## src/rtl/issue_hazard_ctrl_pkg.sv

```systemverilog
// Shared LC-3b decode/issue types: register index, issue FSM states and
// the default branch-shadow length.
package lc3b_types;

    // Architectural register index (R0..R7).
    typedef logic [2:0] lc3b_reg;

    // Issue-controller states.
    typedef enum logic [1:0] {
        RUN      = 2'd0,
        RAW_WAIT = 2'd1,
        BR_WAIT  = 2'd2,
        FLUSH    = 2'd3
    } issue_state_t;

    // Cycles the branch-shadow counter is loaded with when a branch issues.
    localparam int BR_SHADOW_DEFAULT = 2;

endpackage

```

## src/rtl/issue_hazard_ctrl_operand_ready_check.sv

```systemverilog
// Operand readiness: selects each used register's ready bit from the
// scoreboard vector and masks out operands the instruction does not touch.
module operand_ready_check
    import lc3b_types::*;
(
    input  logic [7:0] reg_ready,
    input  lc3b_reg    sr1,
    input  lc3b_reg    sr2,
    input  lc3b_reg    dr,
    input  logic       uses_sr1,
    input  logic       uses_sr2,
    input  logic       uses_dr,
    output logic       ops_ok
);

    // The dest check blocks WAW so a register never has two writes pending.
    always_comb begin
        ops_ok = (!uses_sr1 || reg_ready[sr1])
              && (!uses_sr2 || reg_ready[sr2])
              && (!uses_dr  || reg_ready[dr]);
    end

endmodule

```

## src/rtl/issue_hazard_ctrl.sv

```systemverilog
// Decode-stage issue controller: decides issue vs stall against the
// register scoreboard, drives the scoreboard's decode-side write strobe,
// holds the branch shadow and flushes fetch after a taken branch.
module issue_hazard_ctrl
    import lc3b_types::*;
#(
    parameter int BR_SHADOW = BR_SHADOW_DEFAULT,
    parameter int CNT_W     = 2
) (
    input  logic             clk,
    input  logic             reset_n,
    input  logic             de_valid,
    input  lc3b_reg          de_sr1,
    input  lc3b_reg          de_sr2,
    input  lc3b_reg          de_dr,
    input  logic             de_uses_sr1,
    input  logic             de_uses_sr2,
    input  logic             de_uses_dr,
    input  logic             de_is_branch,
    input  logic [7:0]       reg_ready,
    input  logic             mem_miss_a,
    input  logic             mem_miss_b,
    input  logic             br_resolved,
    input  logic             br_taken,
    output logic             load_de,
    output logic             uses_dest0,
    output lc3b_reg          index0,
    output logic [CNT_W-1:0] br_stall_count,
    output logic             stall_fetch,
    output logic             insert_bubble,
    output logic             flush
);

    issue_state_t     state_q, state_d;
    logic [CNT_W-1:0] cnt_q, cnt_d;
    logic             pend_q, pend_d;
    logic             ops_ok;
    logic             miss;

    operand_ready_check u_ops (
        .reg_ready (reg_ready),
        .sr1       (de_sr1),
        .sr2       (de_sr2),
        .dr        (de_dr),
        .uses_sr1  (de_uses_sr1),
        .uses_sr2  (de_uses_sr2),
        .uses_dr   (de_uses_dr),
        .ops_ok    (ops_ok)
    );

    // Issue decision and pipeline-control outputs.
    always_comb begin
        miss           = mem_miss_a || mem_miss_b;
        load_de        = de_valid && (state_q == RUN) && ops_ok && !miss
                      && (cnt_q == '0);
        stall_fetch    = miss || (de_valid && !load_de) || (state_q == BR_WAIT);
        insert_bubble  = !load_de;
        flush          = (state_q == FLUSH);
        uses_dest0     = de_valid && de_uses_dr;
        index0         = de_dr;
        br_stall_count = cnt_q;
    end

    // Next-state logic; a memory miss freezes everything except capture of
    // a taken branch that resolves while frozen.
    always_comb begin
        // NOTE: every variable gets a default up front so no path leaves it
        // unassigned, which would otherwise infer a latch.
        state_d = state_q;
        cnt_d   = cnt_q;
        pend_d  = pend_q;
        if (miss) begin
            if ((state_q == BR_WAIT) && br_resolved && br_taken) begin
                pend_d = 1'b1;
            end
        end else begin
            case (state_q)
                RUN: begin
                    if (load_de && de_is_branch) begin
                        state_d = BR_WAIT;
                        cnt_d   = CNT_W'(BR_SHADOW);
                    end else if (de_valid && !ops_ok) begin
                        state_d = RAW_WAIT;
                    end
                end
                RAW_WAIT: begin
                    // Wake-up only changes state; issue follows next cycle.
                    if (ops_ok || !de_valid) begin
                        state_d = RUN;
                    end
                end
                BR_WAIT: begin
                    if ((br_resolved && br_taken) || pend_q) begin
                        state_d = FLUSH;
                        cnt_d   = '0;
                    end else if (br_resolved) begin
                        state_d = RUN;
                        cnt_d   = '0;
                    end else if (cnt_q != '0) begin
                        cnt_d = cnt_q - 1'b1;
                    end
                end
                FLUSH: begin
                    state_d = RUN;
                    pend_d  = 1'b0;
                end
                default: state_d = RUN;
            endcase
        end
    end

    // State, branch-shadow counter and pending-taken flag.
    always_ff @(posedge clk or negedge reset_n) begin
        if (!reset_n) begin
            state_q <= RUN;
            cnt_q   <= '0;
            pend_q  <= 1'b0;
        end else begin
            // NOTE: sequential state uses non-blocking assignments so every
            // register samples the pre-edge values of the others.
            state_q <= state_d;
            cnt_q   <= cnt_d;
            pend_q  <= pend_d;
        end
    end

endmodule

```

## config.mk

```make
export PLATFORM = sky130hd
export DESIGN_NAME = issue_hazard_ctrl
export DESIGN_NICKNAME = d
export VERILOG_FILES = /design/src/rtl/issue_hazard_ctrl_pkg.sv /design/src/rtl/issue_hazard_ctrl_operand_ready_check.sv /design/src/rtl/issue_hazard_ctrl.sv
export SDC_FILE = /design/constraint.sdc
export NUM_CORES = 1
export LEC_CHECK = 0
export ABC_CLOCK_PERIOD_IN_PS = 3600
export BUFFER_PORTS_ARGS = -buffer_cell sky130_fd_sc_hd__buf_2
export CORE_MARGIN = 2
export CORE_UTILIZATION = 40
export CTS_CLUSTER_SIZE = 8
export DETAILED_ROUTE_END_ITERATION = 6
export PLACE_DENSITY = 0.74
export REMOVE_ABC_BUFFERS = 1
export SETUP_SLACK_MARGIN = 0.1
export SKIP_LAST_GASP = 1
export SLEW_MARGIN = 25
export SYNTH_ARGS = -nofsm -noshare
export SYNTH_HDL_FRONTEND = slang
export SYNTH_SLANG_ARGS = --single-unit
```

## constraint.sdc

```tcl
create_clock -name clk -period 3.6 [get_ports clk]
set_input_delay 0.36 -clock clk [delete_from_list [all_inputs] [get_ports clk]]
set_output_delay 0.36 -clock clk [all_outputs]
set_load 0.01 [all_outputs]
```

# Yosys cells after proc, flatten, opt, wreduce, memory -nomap -nowiden
# Index checks and enable logic that the tools add are counted.
[totals]
reg_bits = 5
latch_bits = 0
ramBits = 0
romBits = 0
inputBits = 28
out_inout_bits = 10
word_cells = 73
memories = 0
[op_classes]
add_sub_neg = 1
multipliers = 0
div_mod_pow = 0
n_lt_le_gt_ge = 3
eq_ne = 9
n_shift = 0
muxes = 20
bitwise = 1
n_reduce_logical = 36
[op_table]
columns = ["op", "n"]
rows = [
  ["2-bit two-way mux", 9],
  ["1-bit logical AND", 13],
  ["3-bit by 4-bit less-than comparator with 1-bit output (second input constant)", 3],
  ["1-bit binary-select mux with 3-bit select", 3],
  ["1-bit logical OR", 8],
  ["2-bit case mux with 4 select lines", 1],
  ["4-bit AND reduction", 2],
  ["1-bit logical NOT", 7],
  ["1-bit two-way mux", 6],
  ["2-bit nonzero test", 3],
  ["2-bit == test (second input constant)", 2],
  ["2-bit logical NOT", 2],
  ["2-bit by 1-bit inequality test with 1-bit output (second input constant)", 2],
  ["4-bit by 2-bit inequality test with 1-bit output (second input constant)", 1],
  ["2-bit case mux with 2 select lines", 1],
  ["3-bit by 1-bit inequality test with 1-bit output (second input constant)", 1],
  ["3-bit by 2-bit inequality test with 1-bit output (second input constant)", 1],
  ["2-bit by 1-bit == test with 1-bit output (second input constant)", 1],
  ["2-bit inequality test (second input constant)", 1],
  ["2-bit AND reduction", 1],
  ["2-bit by 1-bit subtractor with 2-bit output (second input constant)", 1],
  ["1-bit NOT", 1],
]

# Longest topological paths before layout
[depth]
depth_word = 12
mapped_depth = 6
ltp_nobuf = 6

# Hierarchy
# From an unflattened synthesis, not the netlist that was laid out.
[hier_totals]
hier_cells = 73
area_unflattened_um2 = 654.4
[modules_own_cells]
columns = ["mod", "instances", "cells_each", "area_each_um2", "seq_area_each_um2"]
rows = [
  ["issue_hazard_ctrl", 1, 48, 411.6, 125.1],
  ["operand_ready_check", 1, 25, 242.7, 0.0],
]

# Worst setup path after synthesis
# OpenSTA, ideal clock, no wires.
[synth_timing]
path_kind = "input -> output"
start = "input de_sr2[2]"
end = "output stall_fetch"
arrival_time_ps = 1868
required_ps = 3240
path_slack_ps = 1372
stages = 6
path_buffers = 1
cell_sequence = "buf_4 > mux2i_1 > mux4_2 > a22oi_2 > a41oi_1 > or3_1"
[synth_between]
elab_chain_cells = 12
[synth_lines]
columns = ["element", "line", "source"]
rows = [
  ["start, declared", "issue_hazard_ctrl.sv:14", "input lc3b_reg de_sr2,"],
  ["1-bit binary-select mux with 3-bit select", "issue_hazard_ctrl_operand_ready_check.sv:19", "&& (!uses_sr2 || reg_ready[sr2])"],
  ["1-bit two-way mux (implied by the code)", "issue_hazard_ctrl_operand_ready_check.sv:19", ""],
  ["1-bit logical OR", "issue_hazard_ctrl_operand_ready_check.sv:19", ""],
  ["1-bit logical AND", "issue_hazard_ctrl_operand_ready_check.sv:19", ""],
  ["1-bit logical AND", "issue_hazard_ctrl_operand_ready_check.sv:20", "&& (!uses_dr || reg_ready[dr]);"],
  ["1-bit logical AND (2 in a row)", "issue_hazard_ctrl.sv:54", "load_de = de_valid && (state_q == RUN) && ops_ok && !miss"],
  ["1-bit logical AND", "issue_hazard_ctrl.sv:55", "&& (cnt_q == '0);"],
  ["1-bit logical NOT", "issue_hazard_ctrl.sv:56", "stall_fetch = miss || (de_valid && !load_de) || (state_q == BR_WAIT);"],
  ["1-bit logical AND", "issue_hazard_ctrl.sv:56", ""],
  ["1-bit logical OR (2 in a row)", "issue_hazard_ctrl.sv:56", ""],
  ["end, declared", "issue_hazard_ctrl.sv:29", "output logic stall_fetch,"],
]
# Every way passes these cells. The select of a mux whose other input is x is not followed.

# Worst setup path after layout
[layout_timing]
start = "input de_dr[2]"
end = "output stall_fetch"
[layout_between]
elab_chain_cells = 11
[layout_lines]
columns = ["element", "line", "source"]
rows = [
  ["start, declared", "issue_hazard_ctrl.sv:15", "input lc3b_reg de_dr,"],
  ["1-bit binary-select mux with 3-bit select", "issue_hazard_ctrl_operand_ready_check.sv:20", ""],
  ["1-bit two-way mux (implied by the code)", "issue_hazard_ctrl_operand_ready_check.sv:20", ""],
  ["1-bit logical OR", "issue_hazard_ctrl_operand_ready_check.sv:20", ""],
  ["1-bit logical AND", "issue_hazard_ctrl_operand_ready_check.sv:20", ""],
  ["1-bit logical AND (2 in a row)", "issue_hazard_ctrl.sv:54", ""],
  ["1-bit logical AND", "issue_hazard_ctrl.sv:55", ""],
  ["1-bit logical NOT", "issue_hazard_ctrl.sv:56", ""],
  ["1-bit logical AND", "issue_hazard_ctrl.sv:56", ""],
  ["1-bit logical OR (2 in a row)", "issue_hazard_ctrl.sv:56", ""],
]
# Every way passes these cells. The select of a mux whose other input is x is not followed.

==> results by group <==
Status
  – Status: completed

GRT
  – First-pass GRT wire length: 2.80 mm
  – Number of global-route vias before repair: ~670
  – Aggregate global routing overflow: 0
  – Pin count of the biggest net entering global routing: 12
  – Antenna violations before repair: 0
  – Total GRT Usage: between 10% and 20%

Worst setup path
  – CP required: approximately 3200 ps
  – Slowest cell delay on critical path: 630 ps
  – Slowest cell on crit path: o41ai_2
  – FF-to-FF End: br_stall_count[1]
  – Reg-to-reg startpoint: state_q[0]
  – Worst reg-to-reg setup slack: approximately 2000 ps
  – Critical path destination: stall_fetch
  – CP endpoint kind: output pin
  – Worst setup path start: de_dr[2]
  – CP Launch Type: input port
  – Worst Path Max Fanout: 7
  – Worst Reg2Reg Path Length in Cells: 5
  – CP most frequent cell: buf_2
  – CP cell instances: buf_2 -> mux2i_1 -> and3_4 -> o41ai_2 -> a41oi_1 -> or3_1 -> buf_2
  – Kind of critical path: in2out
  – Worst EP arrival: 2080 ps

Clock network
  – CTS clock-pin slew for the worst setup and hold paths: approximately 40 ps
  – CTS buffer count: 3
  – Clk_lat worst skew: ~240 ps
  – Clk sinks: 5
  – Hold-fix buffers at CTS: 1
  – TritonCTS clock tree: built
  – Htree depth: 1
  – CTS root buffer: clkbuf_4
  – CTS Buffer Depth: 2
  – # resized after CTS: 0
  – Post-CTS Setup Repair Bufs: 0

Timing
  – Hold Slack: 458 ps
  – Final setup TNS: 0 ps
  – Setup Skew: 1.06 ps
  – Worst-margin pin slew: 618 ps
  – Setup violators final: 0
  – Max Freq: approximately 400 MHz
  – Fin. max-slew vios: 0
  – Slew HR: about three fifths
  – Worst setup margin: between 1000 and 1500 ps
  – Final cycle utilization of the critical path: 67.7%
  – Min Tclk post-route: 2440 ps
  – RSZ-0062 raised after global routing: no
  – Final Hold Fails: 0

Layout
  – Antenna Cells: 0
  – Area occupied by multi-input gates: between 400 and 500 um^2
  – Layout Nets: roughly 140
  – Area Growth Syn to Fin: 30.7%
  – Filler cells: between 100 and 150
  – Reg area: about 130 um^2
  – Final design utilization: between 50% and 60%
  – Fraction of layout cells with a size suffix above 1: 45.5%

Floorplanning
  – Full die area: 1990 um^2
  – Die H: between 40 and 50 um
  – Die X: 44.6 um
  – Starting density of the core: 43.3%
  – Core area: approximately 1500 um^2
  – Row count: 14
  – # IOs: 38

Detailed routing
  – Vias: ~720
  – Drt first pass iters: 4
  – DR iter-0 viols: 7
  – Remaining routing DRC violations: 0
  – Final ANT Viol Nets: 0
  – Routed len/inst: between 10 and 15 um
  – Routed wire length: around 1.6 mm
  – Routed vias/inst: between 5 and 6

Synthesis
  – Mapped Cells: 76
  – Ys Warns: 0
  – Area share of xor/xnor cells in the synthesized design: 0%
  – Seq/Total Area, Yosys: about a fifth
  – Multiplexer area fraction after synthesis: a little under a quarter
  – Synth area leaders: dfrtp_1, mux2i_1, mux4_2
  – Count of different cell masters after synthesis: 35
  – Synth area leader: dfrtp_1
  – Synth top cells by count: mux2i_1, nor2_1, dfrtp_1, inv_1, nand2_1
  – Post-synth top flop: dfrtp_1
  – Number of flops mapped to enable cells by yosys: 0
  – Compound-gate portion of the synthesized area: around a quarter
  – Netlist Area Pre-Place: approximately 660 um^2
  – Simple-Gate Fraction of Synth Area: 20.3%
  – Avg Cell Area, Syn: 8.69 um^2
  – Most common cell in the netlist: mux2i_1
  – Largest family of logic cells by synthesized area: compound AO/OA/AOI/OAI gates
  – Post-synth ARST share: 100%
  – FF+latch count, synth: 5
  – Synth top area share: 18.9%
  – Synth Area in Adders: between 1.5 and 2%

Placed design
  – DPL Wire Length: ~1.3 mm
  – PortBufs: 37
  – Worst slack, placed: 1150 ps
  – Final RePlAce weighted congestion: between 0.8 and 0.9

Min path
  – Tightest Hold Check Type: in2async

Power and ir drop
  – P_int: ~170 uW
  – Peak supply drop: 0.183 mV
  – Static leakage: approximately 0.41 nW
  – Sequential share of power: between 30% and 40%
  – Combinational power share: between 40 and 50%
  – PD cells: ~310 nW/um^2
  – Sw Ratio: a little under two fifths
  – Psw: around 100 uW
  – Clock power share: between 20% and 30%

Flow run
  – Total of max-cap violations: 0
-- cells in the final DEF (no fill, tap or decap), types with 2 or more instances in the layout --
cell type / instances
mux2_2: 2
a41oi_1: 2
nand2_1: 5
o21ai_0: 3
a211oi_1: 3
or2_2: 2
and2_1: 2
nor3b_1: 2
clkbuf_4: 3
dfrtp_1: 5
buf_2: 37
mux2i_1: 9
inv_1: 5
mux4_2: 2
nor2_1: 6
a2111oi_0: 2
a21oi_1: 3
-- power groups by stage --
stage                     clock, mW  combinational [mW]  sequential [mW]
after floorplan                   0              0.0704           0.0836
after global placement            0               0.120           0.0839
after detailed placement          0               0.123           0.0843
after CTS                    0.0668               0.124           0.0836
after global routing         0.0702               0.142           0.0854
final                        0.0639               0.124           0.0831
-- stage by stage --
step	cells	total power, mW	cell area [um^2]
floorplan	70	0.154	622
global route	128	0.297	863
detailed placement	123	0.207	827
global placement	123	0.203	827
finish	128	0.271	863
CTS	128	0.274	863
-- cell families after synthesis --
group                    count (synthesis)
AO/OA/AOI/OAI                           22
adder cells (fa/ha/maj)                  1
buffers and inverters                   11
flip-flops                               5
multiplexers                            13
AND/OR/NAND/NOR                         24
-- per-layer routing --
| metal | wire, um | up-vias | GRT usage [%] |
|---|---|---|---|
| li1 | - | 364 | - |
| met1 | 746 | 343 | 23.5 |
| met2 | 787 | 17 | 32.8 |
| met3 | 55 | 0 | 4.90 |
| met4 | 0 | 0 | 1.82 |
| met5 | 0 | - | 0 |
-- state kept, by name, indices dropped and copies added, names as in the netlist --
name / count
br_stall_count: 2
pend_q: 1
state_q: 2
-- layout make-up --
type                       instances  share of cell area (%)
tap                               16                    2.32
multi-input combinational         60                    55.4
sequential                         5                    14.5
timing repair buffer              38                    22.6
inverter                           5                    2.17
clock buffer                       4                    3.04
-- worst max-delay path: cells and delay by family --
| family | cells | cell delay, ps |
|---|---|---|
| muxes | 1 | 120 |
| buffers and inverters | 2 | 270 |
| AOI/OAI and AO/OA | 2 | 830 |
| and+or+nand+nor | 2 | 500 |
-- worst min-delay path by stage --
stage | end | slack, ps | cells past startpoint
after global routing | pend_q | 460 | 2
after floorplan | br_stall_count[0] | 60 | 0
final | pend_q | 460 | 2
after detailed placement | pend_q | 180 | 1
after CTS | pend_q | 450 | 2
after global placement | pend_q | 170 | 1
Note: power is estimated with default switching activity, not from simulation.
